File: src/rtl/sweep_pkg.sv
// Shared types and constants for the exhaustive 3-input combinational sweep controller.
package sweep_pkg;

   typedef enum logic [1:0] {
      ST_IDLE  = 2'd0,
      ST_DRIVE = 2'd1,
      ST_CHECK = 2'd2,
      ST_DONE  = 2'd3
   } sweep_state_t;

   localparam int NUM_VECS = 8;
   localparam int VEC_W    = 3;
   localparam int ERR_W    = 4;

   localparam logic [VEC_W-1:0] LAST_VEC = VEC_W'(NUM_VECS - 1);
   localparam logic [ERR_W-1:0] ERR_MAX  = ERR_W'(NUM_VECS);

   // Mismatch counter never runs past the number of vectors in a sweep.
   function automatic logic [ERR_W-1:0] err_sat_inc(input logic [ERR_W-1:0] cnt);
      logic [ERR_W-1:0] res;
      if (cnt >= ERR_MAX) begin
         res = ERR_MAX;
      end else begin
         res = cnt + 4'd1;
      end
      return res;
   endfunction

endpackage

File: src/rtl/comb_golden.sv
// Reference model of the combinational unit under test; y reduces to a&b but is
// written in the same form the unit implements.
module comb_golden
   import sweep_pkg::*;
(
   input  logic a,
   input  logic b,
   input  logic c,
   output logic x_exp,
   output logic y_exp
);

   assign x_exp = ~c ^ (a | b);
   assign y_exp = (a | b) & (~(a & b) ^ (a | b));

endmodule

File: src/rtl/comb_sweep_ctrl.sv
// Walks a 3-input combinational unit through all eight input vectors, compares its
// x/y results against the golden model and reports mismatch count and first failure.
module comb_sweep_ctrl
   import sweep_pkg::*;
#(
   parameter int SETTLE_CYCLES = 1
) (
   input  logic             clk,
   input  logic             rst,
   input  logic             start,
   input  logic             x_in,
   input  logic             y_in,
   output logic             a,
   output logic             b,
   output logic             c,
   output logic             busy,
   output logic             done,
   output logic             pass,
   output logic [ERR_W-1:0] err_count,
   output logic [VEC_W-1:0] first_fail
);

   localparam logic [3:0] SETTLE_LAST = 4'(SETTLE_CYCLES - 1);

   sweep_state_t     state_r, state_nxt_s;
   logic [VEC_W-1:0] vec_r, vec_nxt_s;
   logic [3:0]       settle_r, settle_nxt_s;
   logic [ERR_W-1:0] err_count_r, err_count_nxt_s;
   logic [VEC_W-1:0] first_fail_r, first_fail_nxt_s;
   logic             pass_r, pass_nxt_s;
   logic [VEC_W-1:0] abc_r, abc_nxt_s;
   logic             busy_r, busy_nxt_s;
   logic             done_r, done_nxt_s;
   logic             x_exp_s, y_exp_s, mismatch_s;

   comb_golden u_golden (
      .a     (vec_r[2]),
      .b     (vec_r[1]),
      .c     (vec_r[0]),
      .x_exp (x_exp_s),
      .y_exp (y_exp_s)
   );

   assign mismatch_s = (x_in != x_exp_s) || (y_in != y_exp_s);

   // Next-state and datapath update logic.
   always_comb begin
      state_nxt_s      = state_r;
      vec_nxt_s        = vec_r;
      settle_nxt_s     = settle_r;
      err_count_nxt_s  = err_count_r;
      first_fail_nxt_s = first_fail_r;
      pass_nxt_s       = pass_r;
      case (state_r)
         ST_IDLE: begin
            if (start) begin
               state_nxt_s      = ST_DRIVE;
               vec_nxt_s        = 3'd0;
               settle_nxt_s     = 4'd0;
               err_count_nxt_s  = 4'd0;
               first_fail_nxt_s = 3'd0;
               pass_nxt_s       = 1'b0;
            end else begin
               state_nxt_s = ST_IDLE;
            end
         end
         ST_DRIVE: begin
            if (settle_r >= SETTLE_LAST) begin
               state_nxt_s = ST_CHECK;
            end else begin
               settle_nxt_s = settle_r + 4'd1;
            end
         end
         ST_CHECK: begin
            if (mismatch_s) begin
               err_count_nxt_s = err_sat_inc(err_count_r);
               if (err_count_r == 4'd0) begin
                  first_fail_nxt_s = vec_r;
               end else begin
                  first_fail_nxt_s = first_fail_r;
               end
            end else begin
               err_count_nxt_s = err_count_r;
            end
            if (vec_r == LAST_VEC) begin
               state_nxt_s = ST_DONE;
               // Final verdict has to include the vector being checked right now.
               pass_nxt_s  = (err_count_r == 4'd0) && !mismatch_s;
            end else begin
               state_nxt_s  = ST_DRIVE;
               vec_nxt_s    = vec_r + 3'd1;
               settle_nxt_s = 4'd0;
            end
         end
         ST_DONE: begin
            state_nxt_s = ST_IDLE;
         end
         default: begin
            state_nxt_s = ST_IDLE;
         end
      endcase
   end

   // Output decode from the upcoming state so the outputs can be registered.
   always_comb begin
      busy_nxt_s = 1'b0;
      done_nxt_s = 1'b0;
      abc_nxt_s  = 3'd0;
      case (state_nxt_s)
         ST_DRIVE, ST_CHECK: begin
            busy_nxt_s = 1'b1;
            abc_nxt_s  = vec_nxt_s;
         end
         ST_DONE: begin
            done_nxt_s = 1'b1;
         end
         default: begin
            busy_nxt_s = 1'b0;
         end
      endcase
   end

   // State, datapath and output registers with synchronous reset.
   always_ff @(posedge clk) begin
      if (rst) begin
         state_r      <= ST_IDLE;
         vec_r        <= 3'd0;
         settle_r     <= 4'd0;
         err_count_r  <= 4'd0;
         first_fail_r <= 3'd0;
         pass_r       <= 1'b0;
         abc_r        <= 3'd0;
         busy_r       <= 1'b0;
         done_r       <= 1'b0;
      end else begin
         state_r      <= state_nxt_s;
         vec_r        <= vec_nxt_s;
         settle_r     <= settle_nxt_s;
         err_count_r  <= err_count_nxt_s;
         first_fail_r <= first_fail_nxt_s;
         pass_r       <= pass_nxt_s;
         abc_r        <= abc_nxt_s;
         busy_r       <= busy_nxt_s;
         done_r       <= done_nxt_s;
      end
   end

   assign a          = abc_r[2];
   assign b          = abc_r[1];
   assign c          = abc_r[0];
   assign busy       = busy_r;
   assign done       = done_r;
   assign pass       = pass_r;
   assign err_count  = err_count_r;
   assign first_fail = first_fail_r;

endmodule

File: config.mk
export PLATFORM = sky130hd
export DESIGN_NAME = comb_sweep_ctrl
export DESIGN_NICKNAME = d
export VERILOG_FILES = /design/src/rtl/sweep_pkg.sv /design/src/rtl/comb_golden.sv /design/src/rtl/comb_sweep_ctrl.sv
export SDC_FILE = /design/constraint.sdc
export NUM_CORES = 1
export LEC_CHECK = 0
export CORE_ASPECT_RATIO = 1.4
export CORE_MARGIN = 2
export CORE_UTILIZATION = 30
export CTS_CLUSTER_SIZE = 28
export DETAILED_ROUTE_END_ITERATION = 12
export PLACE_DENSITY = 0.57
export REMOVE_ABC_BUFFERS = 1
export SKIP_LAST_GASP = 1
export SLEW_MARGIN = 20
export SYNTH_ARGS = -nofsm -noshare
export SYNTH_HDL_FRONTEND = slang
export SYNTH_SLANG_ARGS = --single-unit
File: constraint.sdc
create_clock -name clk -period 1.3 [get_ports clk]
set_input_delay 0.13 -clock clk [delete_from_list [all_inputs] [get_ports clk]]
set_output_delay 0.13 -clock clk [all_outputs]
set_load 0.005 [all_outputs]
# Word level (Yosys, flattened, before mapping)
# Index checks and enable logic that the tools add are counted.
word_totals:
  elab_cells: 73
  output_inout_bits: 13
  input_bits: 5
  register_bits: 22
classes:
  eq_ne: 15
  addsub: 3
  n_mux: 23
  bitwise_logic: 8
  reduce_logical: 13
  order_cmp: 2
ops:
  columns: ["cell", "n"]
  rows:
  - ["4-bit 2-to-1 mux", 5]
  - ["3-bit 2-to-1 mux", 5]
  - ["2-bit != test (second input constant)", 6]
  - ["3-bit one-hot mux with 2 select lines", 2]
  - ["4-bit one-hot mux with 3 select lines", 1]
  - ["4-bit by 1-bit adder with 4-bit output (second input constant)", 2]
  - ["2-bit equality test (second input constant)", 4]
  - ["2-bit one-hot mux with 4 select lines", 1]
  - ["4-bit one-hot mux with 2 select lines", 1]
  - ["4-bit AND reduction", 2]
  - ["3-bit AND reduction", 2]
  - ["1-bit 2-to-1 mux", 5]
  - ["2-bit by 1-bit equality test with 1-bit output (second input constant)", 2]
  - ["4-bit by 1-bit >= comparator with 1-bit output (second input constant)", 1]
  - ["4-bit >= comparator (second input constant)", 1]
  - ["4-bit logical NOT", 1]
  - ["2-bit 2-to-1 mux", 2]
  - ["2-bit OR reduction", 2]
  - ["3-bit by 1-bit adder with 3-bit output (second input constant)", 1]
  - ["3-bit equality test (second input constant)", 1]
  - ["1-bit NOT", 3]
  - ["3-bit nonzero test", 1]
  - ["1-bit bitwise AND", 2]
  - ["2-bit logical NOT", 1]
  - ["other kinds (8)", 10]

# Depth between registers and ports, before layout
# Gate-level depths: netlist of the first run.
logic_depth:
  depth_word: 10
  mapped_depth: 6
  depth_no_buf: 6

# Hierarchy
# From an unflattened synthesis of the first run, not the netlist that was laid out.
hier_totals:
  cells_unflattened: 93
  area_unflattened_um2: 868.3
modules_own_cells:
  columns: ["mod", "n_inst", "area_each_um2", "seq_area_each_um2", "cells_each"]
  rows:
  - ["comb_sweep_ctrl", 1, 848.3, 360.3, 90]
  - ["comb_golden", 1, 20.0, 0.0, 3]

# Worst setup path before layout of the first run
# No wires, ideal clock.
synth_path:
  path_type: "register to register"
  start: "register vec_r[0]"
  end: "register busy_r (netlist: busy)"
  arrival_ns: 1.253
  path_buffers: 0
  setup_slack_ns: -0.083
  setup_time_ns: 0.129
  required_ns: 1.171
  path_stages_with_launch: 6
  synth_period_minus_slack_ns: 1.383
  path_cell_list: "dfxtp_1 > ha_1 > nand3_1 > mux2i_1 > ha_1 > nor2b_1"
synth_via:
  elab_chain_cells: 6
  word_cells_on_any_way: 7
  cone_classes: "eq/ne: 3; mux: 3; reduce/logical: 1"
synth_rtl:
  columns: ["element", "line", "source"]
  rows:
  - ["from (decl)", "comb_sweep_ctrl.sv:26", "logic [VEC_W-1:0] vec_r, vec_nxt_s;"]
  - ["from (signal assigned)", "comb_sweep_ctrl.sv:137", "vec_r <= vec_nxt_s;"]
  - ["3-bit equality test *", "comb_sweep_ctrl.sv:85", "if (vec_r == LAST_VEC) begin"]
  - ["2-bit 2-to-1 mux *", "comb_sweep_ctrl.sv:85", null]
  - ["2-bit one-hot mux with 4 select lines *", "comb_sweep_ctrl.sv:54", "case (state_r)"]
  - ["net state_nxt_s[1]", "comb_sweep_ctrl.sv:25", "sweep_state_t state_r, state_nxt_s;"]
  - ["2-bit by 1-bit equality test with 1-bit output or 2-bit equality test (tied branches)", "comb_sweep_ctrl.sv:109", "case (state_nxt_s)"]
  - ["2-bit OR reduction *", "comb_sweep_ctrl.sv:109", null]
  - ["1-bit 2-to-1 mux *", "comb_sweep_ctrl.sv:109", null]
  - ["net busy_nxt_s", "comb_sweep_ctrl.sv:32", "logic busy_r, busy_nxt_s;"]
  - ["to (signal assigned)", "comb_sweep_ctrl.sv:143", "busy_r <= busy_nxt_s;"]
  - ["to (decl)", "comb_sweep_ctrl.sv:32", null]
# The timed path passes the listed nets; every way through them passes the cells marked *.
# A chain may end at the register's enable or synchronous reset.

# Worst setup path in the final report of the first run
layout_path:
  start: "register vec_r[1]"
  end: "register err_count_r[2] (netlist: err_count[2])"
layout_via:
  elab_chain_cells: 8
  word_cells_on_any_way: 11
  cone_classes: "eq/ne: 3; bitwise: 6; reduce/logical: 2"
layout_rtl:
  columns: ["element", "line", "source"]
  rows:
  - ["1-bit bitwise AND", "comb_golden.sv:14", "assign y_exp = (a | b) & (~(a & b) ^ (a | b));"]
  - ["1-bit NOT", "comb_golden.sv:14", null]
  - ["1-bit XOR", "comb_golden.sv:14", null]
  - ["1-bit bitwise AND", "comb_golden.sv:14", null]
  - ["1-bit != test", "comb_sweep_ctrl.sv:44", "assign mismatch_s = (x_in != x_exp_s) || (y_in != y_exp_s);"]
  - ["1-bit logical OR *", "comb_sweep_ctrl.sv:44", null]
  - ["2-bit != test (no line) *", null, null]
  - ["3-bit AND reduction (no line) *", null, null]
  - ["to (signal assigned)", "comb_sweep_ctrl.sv:139", "err_count_r <= err_count_nxt_s;"]
  - ["to (decl)", "comb_sweep_ctrl.sv:28", "logic [ERR_W-1:0] err_count_r, err_count_nxt_s;"]
# Mark *: on every way between the ends. The rest lies on a longest branch, timed or not.

==> results.json, run 1 <==
{
  "die_h_um": 67.9,
  "p_comb_share_pct": 14.7,
  "core_area_um2": 2820,
  "drv_slew": 0,
  "holdCritStartpoint": "first_fail[1]$_SDFFE_PP0P_",
  "max_freq_mhz": 739,
  "synth.area.top_cells": "dfxtp_1, ha_1, inv_1, nor2b_1, mux2i_1",
  "syn_inst": 100,
  "die_x_um": 49.6,
  "routed_wl_um": 2230,
  "setup-violations-final": 6,
  "crit_path_start_kind": "flop",
  "violations": "setup timing",
  "num-fill-cells": 288,
  "dr.pass1.iters": 4,
  "h-tree-depth": 1,
  "synth.avg_cell_area_um2": 8.75,
  "dr_total_vias": 852,
  "ys_types": 34,
  "cts.path.max_buffers": 2,
  "r2r_cells": 5,
  "criticalPathCategory": "flop to flop",
  "cp.arrival_ns": 1.51,
  "period_minus_slack_ns": 1.35,
  "end_kind": "flop",
  "maxCapViolations": 0,
  "critPathMaxFanout": 6,
  "power_w": 0.00121,
  "cts_tree": "yes",
  "ys_ff_latch": 18,
  "synth_top_area_cell": "dfxtp_1",
  "areaGrowthSynthToFinish_pct": 60.9,
  "dp.cells": 172,
  "drive_above_1_share_pct": 36.7,
  "clkSinkCount": 18,
  "p_leak_nw": 0.571,
  "reg2reg_slack_ns": -0.05,
  "max_slew_margin_pct": 78.9,
  "num_rows": 23,
  "grt_pass1_wl_um": 3750,
  "numPortBuffers": 17,
  "wl_per_cell_um": 12.6,
  "seq_area_frac_synth_pct": 41.2,
  "gp_congestion": 0.757,
  "instances_no_fill": 176,
  "antenna_found_initial": 0,
  "postRouteAntennaNets": 0,
  "power_frac_clock_pct": 38.2,
  "rsz0062_at_grt": "yes",
  "first_iter_violations": 15,
  "grt.total_usage_pct": 14.6,
  "post-place-ws_ns": -0.353,
  "power_density_nw_per_um2": 862,
  "hold_viol": 0,
  "root_buffer": "clkbuf_8",
  "skew_ns": 0.00344,
  "endpoint": "err_count[2]$_SDFFE_PP0P_",
  "timing.final.crit_share_pct": 104,
  "dpl.hpwl_um": 1610,
  "cp-startpoint": "vec_r[1]$_SDFF_PP0_",
  "numCtsBuffers": 3,
  "io_pins": 18,
  "grt_pass1_vias": 867,
  "irDropWorstVdd_mv": 0.409,
  "grt_max_degree": 11,
  "antenna_cells": 0,
  "tightestPinTransition_ns": 0.315,
  "most-common-layout-cells": "buf_4, clkdlybuf4s50_1, dfxtp_1, inv_1, nor2_1",
  "clkTransAtPathRegs_ns": 0.07,
  "die_area_um2": 3370,
  "grt-ovfl-total": 0,
  "layout_commonest_cell": "buf_4",
  "viasPerCell": 4.84,
  "start_util_pct": 31.0,
  "p_int_w": 0.000921,
  "p_sw_w": 0.000292,
  "r2r-start": "vec_r[1]$_SDFF_PP0_",
  "required_ns": 1.45,
  "hold_path_depth": 2,
  "synth_top_cell_area_share_pct": 41.2,
  "hp-class": "flop to flop",
  "post-route-util_pct": 49.9,
  "r2r-end": "err_count[2]$_SDFFE_PP0P_",
  "power_frac_seq_pct": 47.1,
  "drc": 0,
  "fin_ws_ns": -0.0538,
  "clock_latency_ns": 0.26,
  "outcome": "finished with violations",
  "fin_nets": 149,
  "syn-cell-area_um2": 875,
  "swShare_pct": 24.1,
  "yosys_warnings": 0
}
## power by group through the flow
stage	Combinational [W]	Sequential, W	Clock, W
after floorplan	0.0000648	0.000588	0
after CTS	0.000163	0.000569	0.000474
after global routing	0.000198	0.000572	0.000492
after detailed placement	0.000153	0.000585	0
final	0.000179	0.000571	0.000464
after global placement	0.000152	0.000584	0
## cell usage after synthesis
master     count
a211oi_1       1
a21o_1         1
a21oi_1        3
a21oi_2        1
a22o_1         1
a22oi_1        1
a31oi_1        1
a32o_1         1
and2_1         4
and3_1         3
buf_2          2
buf_6          1
clkbuf_1       1
dfxtp_1       18
ha_1           4
inv_1          9
mux2i_1        3
nand2_1        7
nand2b_1       2
nand3_1        4
nor2_1         7
nor2b_1        5
nor3_1         4
nor3_2         1
nor3b_1        1
o211ai_1       1
o21ai_0        4
o21ai_2        1
o21bai_1       1
o2bb2ai_1      3
o31ai_2        1
or2_0          1
xnor2_1        1
xor2_1         1
## metal layers
layer	GRT usage [%]	wire length, um	part of all wire, %	vias up
li1	-	-	-	417
met1	15.2	916	41	414
met2	28.5	1230	55	17
met3	0.655	40	1.8	4
met4	9.38	42	1.9	0
met5	0	0	0	-
## worst max-delay path: stages, from the launching register on
cell	delay (ns)
dfxtp_4	0.38
xnor2_2	0.15
a21oi_4	0.18
o21ai_4	0.10
or2_0	0.23
a32o_1	0.22
## logic make-up (layout without fill, tap and decap cells)
logic type	Yosys count	in the layout	synth area share [%]
AOI/OAI and AO/OA	21	21	17.6
xor gates and xnor gates	2	2	2.00
adders and majority gates	4	4	5.72
buffers and inverters	13	52	6.72
DFF	18	18	41.2
muxes	3	3	3.43
and+or+nand+nor	39	39	23.3
## stage by stage
stage / instance area (um^2) / hold WS [ns] / TNS (ns)
floorplan: 850 / 0.202 / -0.359
global placement: 1230 / 0.434 / -2.78
detailed placement: 1230 / 0.434 / -3.09
CTS: 1360 / 0.445 / -0.317
global route: 1410 / 0.473 / -1.03
finish: 1410 / 0.441 / -0.174
## how the worst min path moves through the flow
stage / end / slack [ns]
finish: first_fail[1]$_SDFFE_PP0P_ / 0.44
global placement: first_fail[0]$_SDFFE_PP0P_ / 0.43
detailed placement: first_fail[1]$_SDFFE_PP0P_ / 0.43
floorplan: busy$_SDFF_PP0_ / 0.20
global route: first_fail[1]$_SDFFE_PP0P_ / 0.47
CTS: first_fail[1]$_SDFFE_PP0P_ / 0.45
## state kept, by name (all words and copies together), names as in the netlist
signal,cells
done,1
first_fail,3
err_count,4
vec_r,3
pass,1
busy,1
state_r,2
abc_r,3
## what timing repair did
| item | in CTS | in global routing |
|---|---|---|
| resized for setup | 27 | 9 |
| setup buffers | 0 | 1 |
| hold buffers | 0 | 0 |
| pin swaps | 8 | 7 |
| setup endpoints to repair | 17 | 13 |
## final cells by class
| class | count | area [um^2] | area share (%) |
|---|---|---|---|
| inverters | 9 | 33.8 | 2.40 |
| repair buffers | 39 | 333 | 23.6 |
| flip-flops and latches | 18 | 377 | 26.8 |
| well taps | 37 | 46.3 | 3.29 |
| multi-input cells | 69 | 563 | 40.0 |
| clock buffers | 4 | 55.1 | 3.91 |
(Power assumes the default switching activity.)
==> inputs of run 2 (changes only) <==
- CTS_CLUSTER_SIZE: 28 -> 20
==> results of run 2 <==
Same layout as run 1: the final DEF is identical, and so are final timing and power.
